## src/rtl/mealy_seq_scan_ctrl_if.sv

```systemverilog
// rtl/mealy_seq_scan_ctrl_if.sv - host-side request/result bundle of the pattern scan controller
interface mealy_seq_scan_ctrl_if #(
  parameter int WIDTH = 16,
  parameter int PLEN  = 4,
  parameter int CNT_W = 5,
  parameter int POS_W = 4
);
  logic             start;
  logic             abort;
  logic [WIDTH-1:0] data_in;
  logic [PLEN-1:0]  pattern;
  logic             busy;
  logic             done;
  logic             found;
  logic [CNT_W-1:0] match_count;
  logic [POS_W-1:0] first_pos;

  modport master (
    output start, abort, data_in, pattern,
    input  busy, done, found, match_count, first_pos
  );

  modport slave (
    input  start, abort, data_in, pattern,
    output busy, done, found, match_count, first_pos
  );
endinterface

```

## src/rtl/mealy_seq_scan_ctrl.sv

```systemverilog
// rtl/mealy_seq_scan_ctrl.sv - shifts a captured word MSB-first and counts overlapping pattern matches
module mealy_seq_scan_ctrl #(
  parameter int WIDTH = 16,
  parameter int PLEN  = 4,
  parameter int CNT_W = 5,
  parameter int POS_W = 4
) (
  input  logic                  clk,
  input  logic                  reset,
  mealy_seq_scan_ctrl_if.slave  bus
);

  typedef enum logic [1:0] {
    ST_IDLE = 2'd0,
    ST_SCAN = 2'd1,
    ST_DONE = 2'd2
  } state_t;

  localparam logic [POS_W-1:0] LAST_IDX  = POS_W'(WIDTH - 1);
  localparam logic [POS_W-1:0] FIRST_HIT = POS_W'(PLEN - 1);

  state_t            state_q, state_d;
  logic [WIDTH-1:0]  data_q, data_d;
  logic [PLEN-1:0]   pat_q, pat_d;
  logic [PLEN-2:0]   win_q, win_d;
  logic [POS_W-1:0]  idx_q, idx_d;
  logic [CNT_W-1:0]  cnt_q, cnt_d;
  logic              found_q, found_d;
  logic [POS_W-1:0]  fpos_q, fpos_d;

  logic [PLEN-1:0]   win_next;
  logic              hit;

  always_ff @(posedge clk or posedge reset) begin
    if (reset) begin
      state_q <= ST_IDLE;
      data_q  <= '0;
      pat_q   <= '0;
      win_q   <= '0;
      idx_q   <= '0;
      cnt_q   <= '0;
      found_q <= 1'b0;
      fpos_q  <= '0;
    end else begin
      state_q <= state_d;
      data_q  <= data_d;
      pat_q   <= pat_d;
      win_q   <= win_d;
      idx_q   <= idx_d;
      cnt_q   <= cnt_d;
      found_q <= found_d;
      fpos_q  <= fpos_d;
    end
  end

  // The word register shifts left each SCAN cycle, so its MSB is always the current bit.
  always_comb begin
    state_d  = state_q;
    data_d   = data_q;
    pat_d    = pat_q;
    win_d    = win_q;
    idx_d    = idx_q;
    cnt_d    = cnt_q;
    found_d  = found_q;
    fpos_d   = fpos_q;
    win_next = {win_q, data_q[WIDTH-1]};
    hit      = 1'b0;

    case (state_q)
      ST_IDLE: begin
        if (bus.start) begin
          state_d = ST_SCAN;
          data_d  = bus.data_in;
          pat_d   = bus.pattern;
          win_d   = '0;
          idx_d   = '0;
          cnt_d   = '0;
          found_d = 1'b0;
          fpos_d  = '0;
        end
      end

      ST_SCAN: begin
        if (bus.abort) begin
          state_d = ST_IDLE;
        end else begin
          hit    = (idx_q >= FIRST_HIT) && (win_next == pat_q);
          win_d  = win_next[PLEN-2:0];
          data_d = {data_q[WIDTH-2:0], 1'b0};
          idx_d  = idx_q + POS_W'(1);
          if (hit) begin
            cnt_d = cnt_q + CNT_W'(1);
            if (!found_q) begin
              found_d = 1'b1;
              fpos_d  = idx_q;
            end
          end
          if (idx_q == LAST_IDX) begin
            state_d = ST_DONE;
          end
        end
      end

      ST_DONE: begin
        state_d = ST_IDLE;
      end

      default: begin
        state_d = ST_IDLE;
      end
    endcase
  end

  assign bus.busy        = (state_q == ST_SCAN);
  assign bus.done        = (state_q == ST_DONE);
  assign bus.found       = found_q;
  assign bus.match_count = cnt_q;
  assign bus.first_pos   = fpos_q;

endmodule

```

## src/flat_wrapper.sv

```systemverilog
// flat-port wrapper written by rule: the top's interface ports become plain ports
module mealy_seq_scan_ctrl_flat 
#(
  parameter int WIDTH = 16,
  parameter int PLEN  = 4,
  parameter int CNT_W = 5,
  parameter int POS_W = 4
)
  (clk, reset, bus_start, bus_abort, bus_data_in, bus_pattern, bus_busy, bus_done, bus_found, bus_match_count, bus_first_pos);
  mealy_seq_scan_ctrl_if #(.WIDTH(WIDTH), .PLEN(PLEN), .CNT_W(CNT_W), .POS_W(POS_W)) bus_i ();
  input  logic clk;
  input  logic reset;
  input wire logic [$bits(bus_i.start)-1:0] bus_start;
  input wire logic [$bits(bus_i.abort)-1:0] bus_abort;
  input wire logic [$bits(bus_i.data_in)-1:0] bus_data_in;
  input wire logic [$bits(bus_i.pattern)-1:0] bus_pattern;
  output wire logic [$bits(bus_i.busy)-1:0] bus_busy;
  output wire logic [$bits(bus_i.done)-1:0] bus_done;
  output wire logic [$bits(bus_i.found)-1:0] bus_found;
  output wire logic [$bits(bus_i.match_count)-1:0] bus_match_count;
  output wire logic [$bits(bus_i.first_pos)-1:0] bus_first_pos;
  assign bus_i.start = bus_start;
  assign bus_i.abort = bus_abort;
  assign bus_i.data_in = bus_data_in;
  assign bus_i.pattern = bus_pattern;
  assign bus_busy = bus_i.busy;
  assign bus_done = bus_i.done;
  assign bus_found = bus_i.found;
  assign bus_match_count = bus_i.match_count;
  assign bus_first_pos = bus_i.first_pos;
  mealy_seq_scan_ctrl #(.WIDTH(WIDTH), .PLEN(PLEN), .CNT_W(CNT_W), .POS_W(POS_W)) u_core (.clk(clk), .reset(reset), .bus(bus_i));
endmodule
```

## config.mk

```make
export PLATFORM = sky130hd
export DESIGN_NAME = mealy_seq_scan_ctrl_flat
export DESIGN_NICKNAME = d
export VERILOG_FILES = /design/src/rtl/mealy_seq_scan_ctrl_if.sv /design/src/rtl/mealy_seq_scan_ctrl.sv /design/src/flat_wrapper.sv
export SDC_FILE = /design/constraint.sdc
export NUM_CORES = 1
export LEC_CHECK = 0
export BUFFER_PORTS_ARGS = -buffer_cell sky130_fd_sc_hd__buf_2
export CORE_MARGIN = 2
export CORE_UTILIZATION = 49
export CTS_CLUSTER_DIAMETER = 80
export DETAILED_ROUTE_END_ITERATION = 7
export HOLD_SLACK_MARGIN = 0.02
export PLACE_DENSITY = 0.72
export REMOVE_ABC_BUFFERS = 1
export SLEW_MARGIN = 20
export SYNTH_ARGS = -nofsm -noshare
export SYNTH_HDL_FRONTEND = slang
export SYNTH_SLANG_ARGS = --single-unit
```

## constraint.sdc

```tcl
create_clock -name clk -period 1.7 [get_ports clk]
set_input_delay 0.085 -clock clk [delete_from_list [all_inputs] [get_ports clk]]
set_output_delay 0.085 -clock clk [all_outputs]
set_load 0.01 [all_outputs]
```

==> results.toml, run 1 <==
[place]
place_congestion = 0.7331
portBuffers = 35
hpwlAfterDp_um = 2616
dpl_cell_area_mm2 = 0.002191
placedCellCount = 275

[timing]
max_slew_margin_pct = 67.68
setup_viol_count_final = 0
fmax_mhz = 628.3
fin_setup_tns_ps = 0
hold_viol = 0
fin_crit_ps = 1592
worst-slew-pin-transition_ps = 484.8
fin_crit_sh_pct = 93.62
fin_skew_ps = 4.559
rsz0062_at_grt = "false"
slew_violations = 0

[global_route]
grt_max_degree = 40
grt_usage_pct = 19.34
gr-total-overflow = 0
grt_pass1_wl_um = 6423
grt_pass1_vias = 1453
antenna_found_initial = 0

[cells_and_area]
final_common_cell = "dfrtp_1"
fin_cells = 288
final_nets = 266
layout_common_cells = "dfrtp_1 (39), buf_2 (35), nand2_1 (34)"
syn2layout_area_growth_pct = 24.30
fin_area_mm2 = 0.002342
final_core_util_pct = 63.50
nFillCells = 301
antennaDiodeCount = 0
drive_gt1_share_pct = 26.25

[floorplan]
num_io_pins = 36
die_h_um = 66.01
core_mm2 = 0.003689
rows = 22
dieArea_mm2 = 0.004357
initial_core_util_pct = 51.09
fp.dieW_um = 66.01

[drt]
dr_total_vias = 1507
wl_per_cell_um = 12.67
drt_iter0_drc = 75
ant_nets = 0
drt-total-wl_um = 3649
drc = 0
routed_via_density = 5.233
drt_pre_antenna_iters = 4

[clock_tree]
clock_latency_ps = 290
htree_levels = 2
clockBufferDepth = 2
numCtsBuffers = 5
clk_pin_slew_ps = 70
cts_root_buf = "clkbuf_8"
cts_tree = "done"
cts.sinks = 39

[run_status]
outcome = "completed"

[worst_setup_path]
critical_path.startpoint_type = "register"
cp_max_fo = 6
timing.rr.start = "u_core.pat_q[3]"
rr_worst_depth = 4
critPathRequiredTime_ps = 1870
max_stage_delay_ps = 590
slowest_stage = "or4_4"
r2r_setup_slack_ps = 110
critPathLaunch = "u_core.pat_q[3]"
timing.rr.end = "u_core.bus.match_count[1]"
cp-endpoint = "u_core.bus.match_count[1]"
crit_path_cell_trace = "xor2_1 > or4_4 > o21ai_4 > o21ai_0"
end_kind = "register"
crit_type = "register to register"
arrival_ps = 1760

[worst_hold_path]
hold_depth = 3
hold_path.class = "input pin to register"

[yosys]
synth-main-ff-cell = "dfrtp_1"
ys_seq_area_share_pct = 51.79
ys_ff_latch = 39
synth_edf_count = 0
ys.warnings.count = 0
async_reset_ff_share_pct = 100.0
synth_area_mm2 = 0.001884
yosysTopAreaCellShare_pct = 51.79
synth_area_leaders = "dfrtp_1 (52%), mux2i_1 (8.5%), nand2_1 (6.8%)"
syn_inst = 188
synth_cell_type_count = 33
yosys.area.top_type = "dfrtp_1"
syn_avg_cell_area_um2 = 10.02

[power]
finalPower_mw = 2.449
vdd_drop_max_uv = 817.5
p_leak_nw = 1.160
power_density_mw_per_mm2 = 1046

[job]
cap_viol_max_count = 0
sequential cells by signal (all words and copies together) (netlist names):
name,flops
u_core.win_q,3
u_core.state_q,2
u_core.data_q,16
u_core.bus.found,1
u_core.bus.first_pos,4
u_core.idx_q,4
u_core.pat_q,4
u_core.bus.match_count,5
layout make-up:
cell class | count | area, µm² | area share [%]
clock inverters | 1 | 5.005 | 0.2137
clock buffers | 6 | 82.58 | 3.526
repair buffers | 56 | 360.3 | 15.38
multi-input cells | 132 | 835.8 | 35.68
flip-flops and latches | 39 | 975.9 | 41.67
inverters | 6 | 22.52 | 0.9615
well taps | 48 | 60.06 | 2.564
Yosys cell counts (3+ instances only):
cell,number
nand2_1,34
clkbuf_1,3
nand4_1,5
o211ai_1,8
mux2i_1,16
nor2_1,3
nor2b_1,3
nand3_1,13
inv_1,6
a22o_1,4
o21ai_0,24
xor2_1,3
buf_2,6
dfrtp_1,39
layer usage:
layer	routed length [µm]	GRT usage, %
met1	1709	25.84
met2	1704	30.81
met3	174	4.600
met4	60	6.888
met5	0	0
where the power goes:
group / switching (mW) / internal, mW
clock: 0.311 / 0.318
sequential: 0.110 / 1.10
combinational: 0.319 / 0.293
total: 0.739 / 1.71
through the flow:
stage	worst slack, ps	hold slack [ps]
after global placement	29.95	223.3
after floorplan	-1150	190.4
after CTS	91.43	75.81
final	108.4	80.97
after detailed placement	-4.850	230.6
after global routing	2.296	96.49
critical path, delay by kind of cell (launching register included):
family | cells | cell delay (ps)
xor+xnor | 1 | 170
simple gates | 1 | 590
flops | 1 | 390
compound gates | 2 | 310
worst min path at each step:
| stage | from | endpoint | slack [ps] |
|---|---|---|---|
| 6_report | bus_data_in[3] | u_core.data_q[3] | 80 |
| 5_1_grt | bus_data_in[7] | u_core.data_q[7] | 100 |
| 4_1_cts | bus_data_in[12] | u_core.data_q[12] | 80 |
| 3_5_place_dp | reset | u_core.bus.match_count[1] | 230 |
| 3_3_place_gp | reset | u_core.bus.match_count[2] | 220 |
| 2_1_floorplan | bus_pattern[0] | u_core.pat_q[0] | 190 |
cell families (layout without fill, tap and decap cells):
| group | after synthesis | in the layout | synth area share, % |
|---|---|---|---|
| xor gates and xnor gates | 5 | 5 | 2.324 |
| adders and majority gates | 2 | 2 | 1.328 |
| DFF | 39 | 39 | 51.79 |
| muxes | 16 | 16 | 8.499 |
| buffers and inverters | 17 | 69 | 4.383 |
| and+or+nand+nor | 69 | 69 | 18.39 |
| AOI/OAI and AO/OA | 40 | 40 | 13.28 |
timing repair:
action,in CTS,in global routing
hold buffers,6,0
endpoints found under the hold margin,44,0
resized for setup,1,0
setup endpoints to repair,1,0
setup buffers,0,0
Note: power is estimated with default switching activity, not from simulation.
==> run 2: changes to the inputs <==
==> constraint.sdc (replaced) <==
create_clock -name clk -period 1.7 [get_ports clk]
set_input_delay 0.085 -clock clk [delete_from_list [all_inputs] [get_ports clk]]
set_output_delay 0.085 -clock clk [all_outputs]
set_load 0.1 [all_outputs]
==> run 2 against run 1 <==
Net effect: register-to-register slack got worse by 40 ps; utilization rose by 1.2 points; first-iteration DRC count rose by 37%; highest routed layer unchanged.
==> results.toml, run 2 (synthesized netlist as in run 1, its figures left out) <==
[run_status]
outcome = "completed"

[worst_hold_path]
hold_path.class = "input pin to register"
holdCritStartpoint = "bus_data_in[10]"

[floorplan]
initial_core_util_pct = 51.09
die_h_um = 66.01
num_io_pins = 36
dieArea_mm2 = 0.004357
fp.dieW_um = 66.01
core_mm2 = 0.003689
rows = 22

[worst_setup_path]
arrival_ps = 1800
critical_path.startpoint_type = "register"
cp_max_fo = 6
crit_type = "register to register"
timing.rr.start = "u_core.pat_q[3]"
critPathRequiredTime_ps = 1870
end_kind = "register"
critPathLaunch = "u_core.pat_q[3]"

[timing]
hold_ws_ps = 66.83
fin_skew_ps = 9.400
fin_setup_tns_ps = 0
max_slew_margin_pct = 67.48
fmax_mhz = 613.6
rsz0062_at_grt = "false"
worst-slew-pin-transition_ps = 491.3
fin_crit_ps = 1630
setup_viol_count_final = 0
hold_viol = 0
fin_crit_sh_pct = 95.86
slew_violations = 0

[cells_and_area]
fin_cells = 289
antennaDiodeCount = 0
largest_register = "u_core.data_q"
fin_area_mm2 = 0.002387
syn2layout_area_growth_pct = 26.69
final_common_cell = "dfrtp_1"
drive_gt1_share_pct = 26.56
final_core_util_pct = 64.72
layout_common_cells = "dfrtp_1 (39), nand2_1 (34), buf_2 (34)"
final_nets = 266
nFillCells = 321
multi_input_area_um2 = 835.8
seq_area_um2 = 975.9
largest_reg_flops = 16

[clock_tree]
cts_root_buf = "clkbuf_8"
clockBufferDepth = 2
clk_pin_slew_ps = 80
cts_tree = "done"
cts.sinks = 39
cts_setup_buffers = 0
numCtsBuffers = 5
clock_latency_ps = 300
htree_levels = 2

[drt]
routed_via_density = 5.183
drc = 0
drt_pre_antenna_iters = 4
drt-total-wl_um = 3616
drt_iter0_drc = 103
wl_per_cell_um = 12.51
ant_nets = 0
dr_total_vias = 1498

[power]
combPwrFrac_pct = 24.6
swShare_pct = 29.46
pwr-share-seq_pct = 45.4
p_int_mw = 1.874
vdd_drop_max_uv = 669.3
p_leak_nw = 1.179
power_density_mw_per_mm2 = 1113
netSwitchingPower_uw = 782.5
p_clk_share_pct = 30.0

[place]
dpl_cell_area_mm2 = 0.002203
place_congestion = 0.7300
hpwlAfterDp_um = 2539
portBuffers = 35
placedCellCount = 275

[global_route]
grt_pass1_wl_um = 6230
grt_max_degree = 40
grt_pass1_vias = 1383
gr-total-overflow = 0
antenna_found_initial = 0
grt_usage_pct = 19.18

[job]
cap_viol_max_count = 0
[run 2: cell count changes in the layout (fill, tap and decap cells not counted)]
| cell | before | now |
|---|---|---|
| buf_12 | 1 | 2 |
| buf_2 | 35 | 34 |
| buf_4 | 14 | 13 |
| bufinv_16 | 0 | 1 |
| clkbuf_4 | 0 | 1 |
[run 2: power groups by stage]
| stage | registers [mW] | clock network [mW] | logic [mW] |
|---|---|---|---|
| 2_1_floorplan | 1.21 | 0 | 0.403 |
| 3_3_place_gp | 1.22 | 0 | 0.633 |
| 3_5_place_dp | 1.22 | 0 | 0.648 |
| 4_1_cts | 1.21 | 0.819 | 0.661 |
| 5_1_grt | 1.23 | 0.858 | 0.735 |
| 6_report | 1.21 | 0.798 | 0.653 |
[run 2: timing repair]
item,4_1_cts,5_1_grt
hold buffers,6,0
setup endpoints to repair,6,1
endpoints found under the hold margin,44,0
resized for setup,1,1
[run 2: final timing paths]
| path | end | slack, ps | cells past startpoint |
|---|---|---|---|
| hold / removal | u_core.data_q[10] | 70 | 3 |
| min in group asynchronous | u_core.bus.found | 440 | 4 |
| max in group asynchronous | u_core.data_q[12] | 920 | 4 |
| setup / recovery | u_core.bus.match_count[4] | 70 | 4 |
| hold reg to reg | u_core.data_q[2] | 480 | 2 |
| setup reg to reg | u_core.bus.match_count[4] | 70 | 4 |
[run 2: layout make-up]
| type | count | share of cell area [%] |
|---|---|---|
| clock buffer | 6 | 3.459 |
| timing repair buffer | 56 | 15.72 |
| inverter | 6 | 0.9434 |
| sequential | 39 | 40.88 |
| tap | 48 | 2.516 |
| clock inverter | 2 | 1.468 |
| multi-input combinational | 132 | 35.01 |
[run 2: worst max-delay path, stage by stage, from the launching register on]
cell and delay [ps]:
dfrtp_1 390, xor2_1 180, or4_4 600, o211ai_1 220, o211ai_1 120
[run 2: routing by layer]
layer / global-route usage, % / up-vias / part of all wire (%)
li1: - / 765 / -
met1: 25.67 / 684 / 48
met4: 8.418 / 0 / 1.9
met5: 0 / - / 0
met2: 29.04 / 42 / 45
met3: 5.451 / 7 / 5.2
[run 2: metrics by stage]
| stage | setup slack (ps) | power (mW) |
|---|---|---|
| 6_report | 70.38 | 2.656 |
| 4_1_cts | 2.448 | 2.687 |
| 3_3_place_gp | 26.30 | 1.851 |
| 3_5_place_dp | -15.51 | 1.870 |
| 5_1_grt | 2.013 | 2.823 |
| 2_1_floorplan | -2091 | 1.616 |
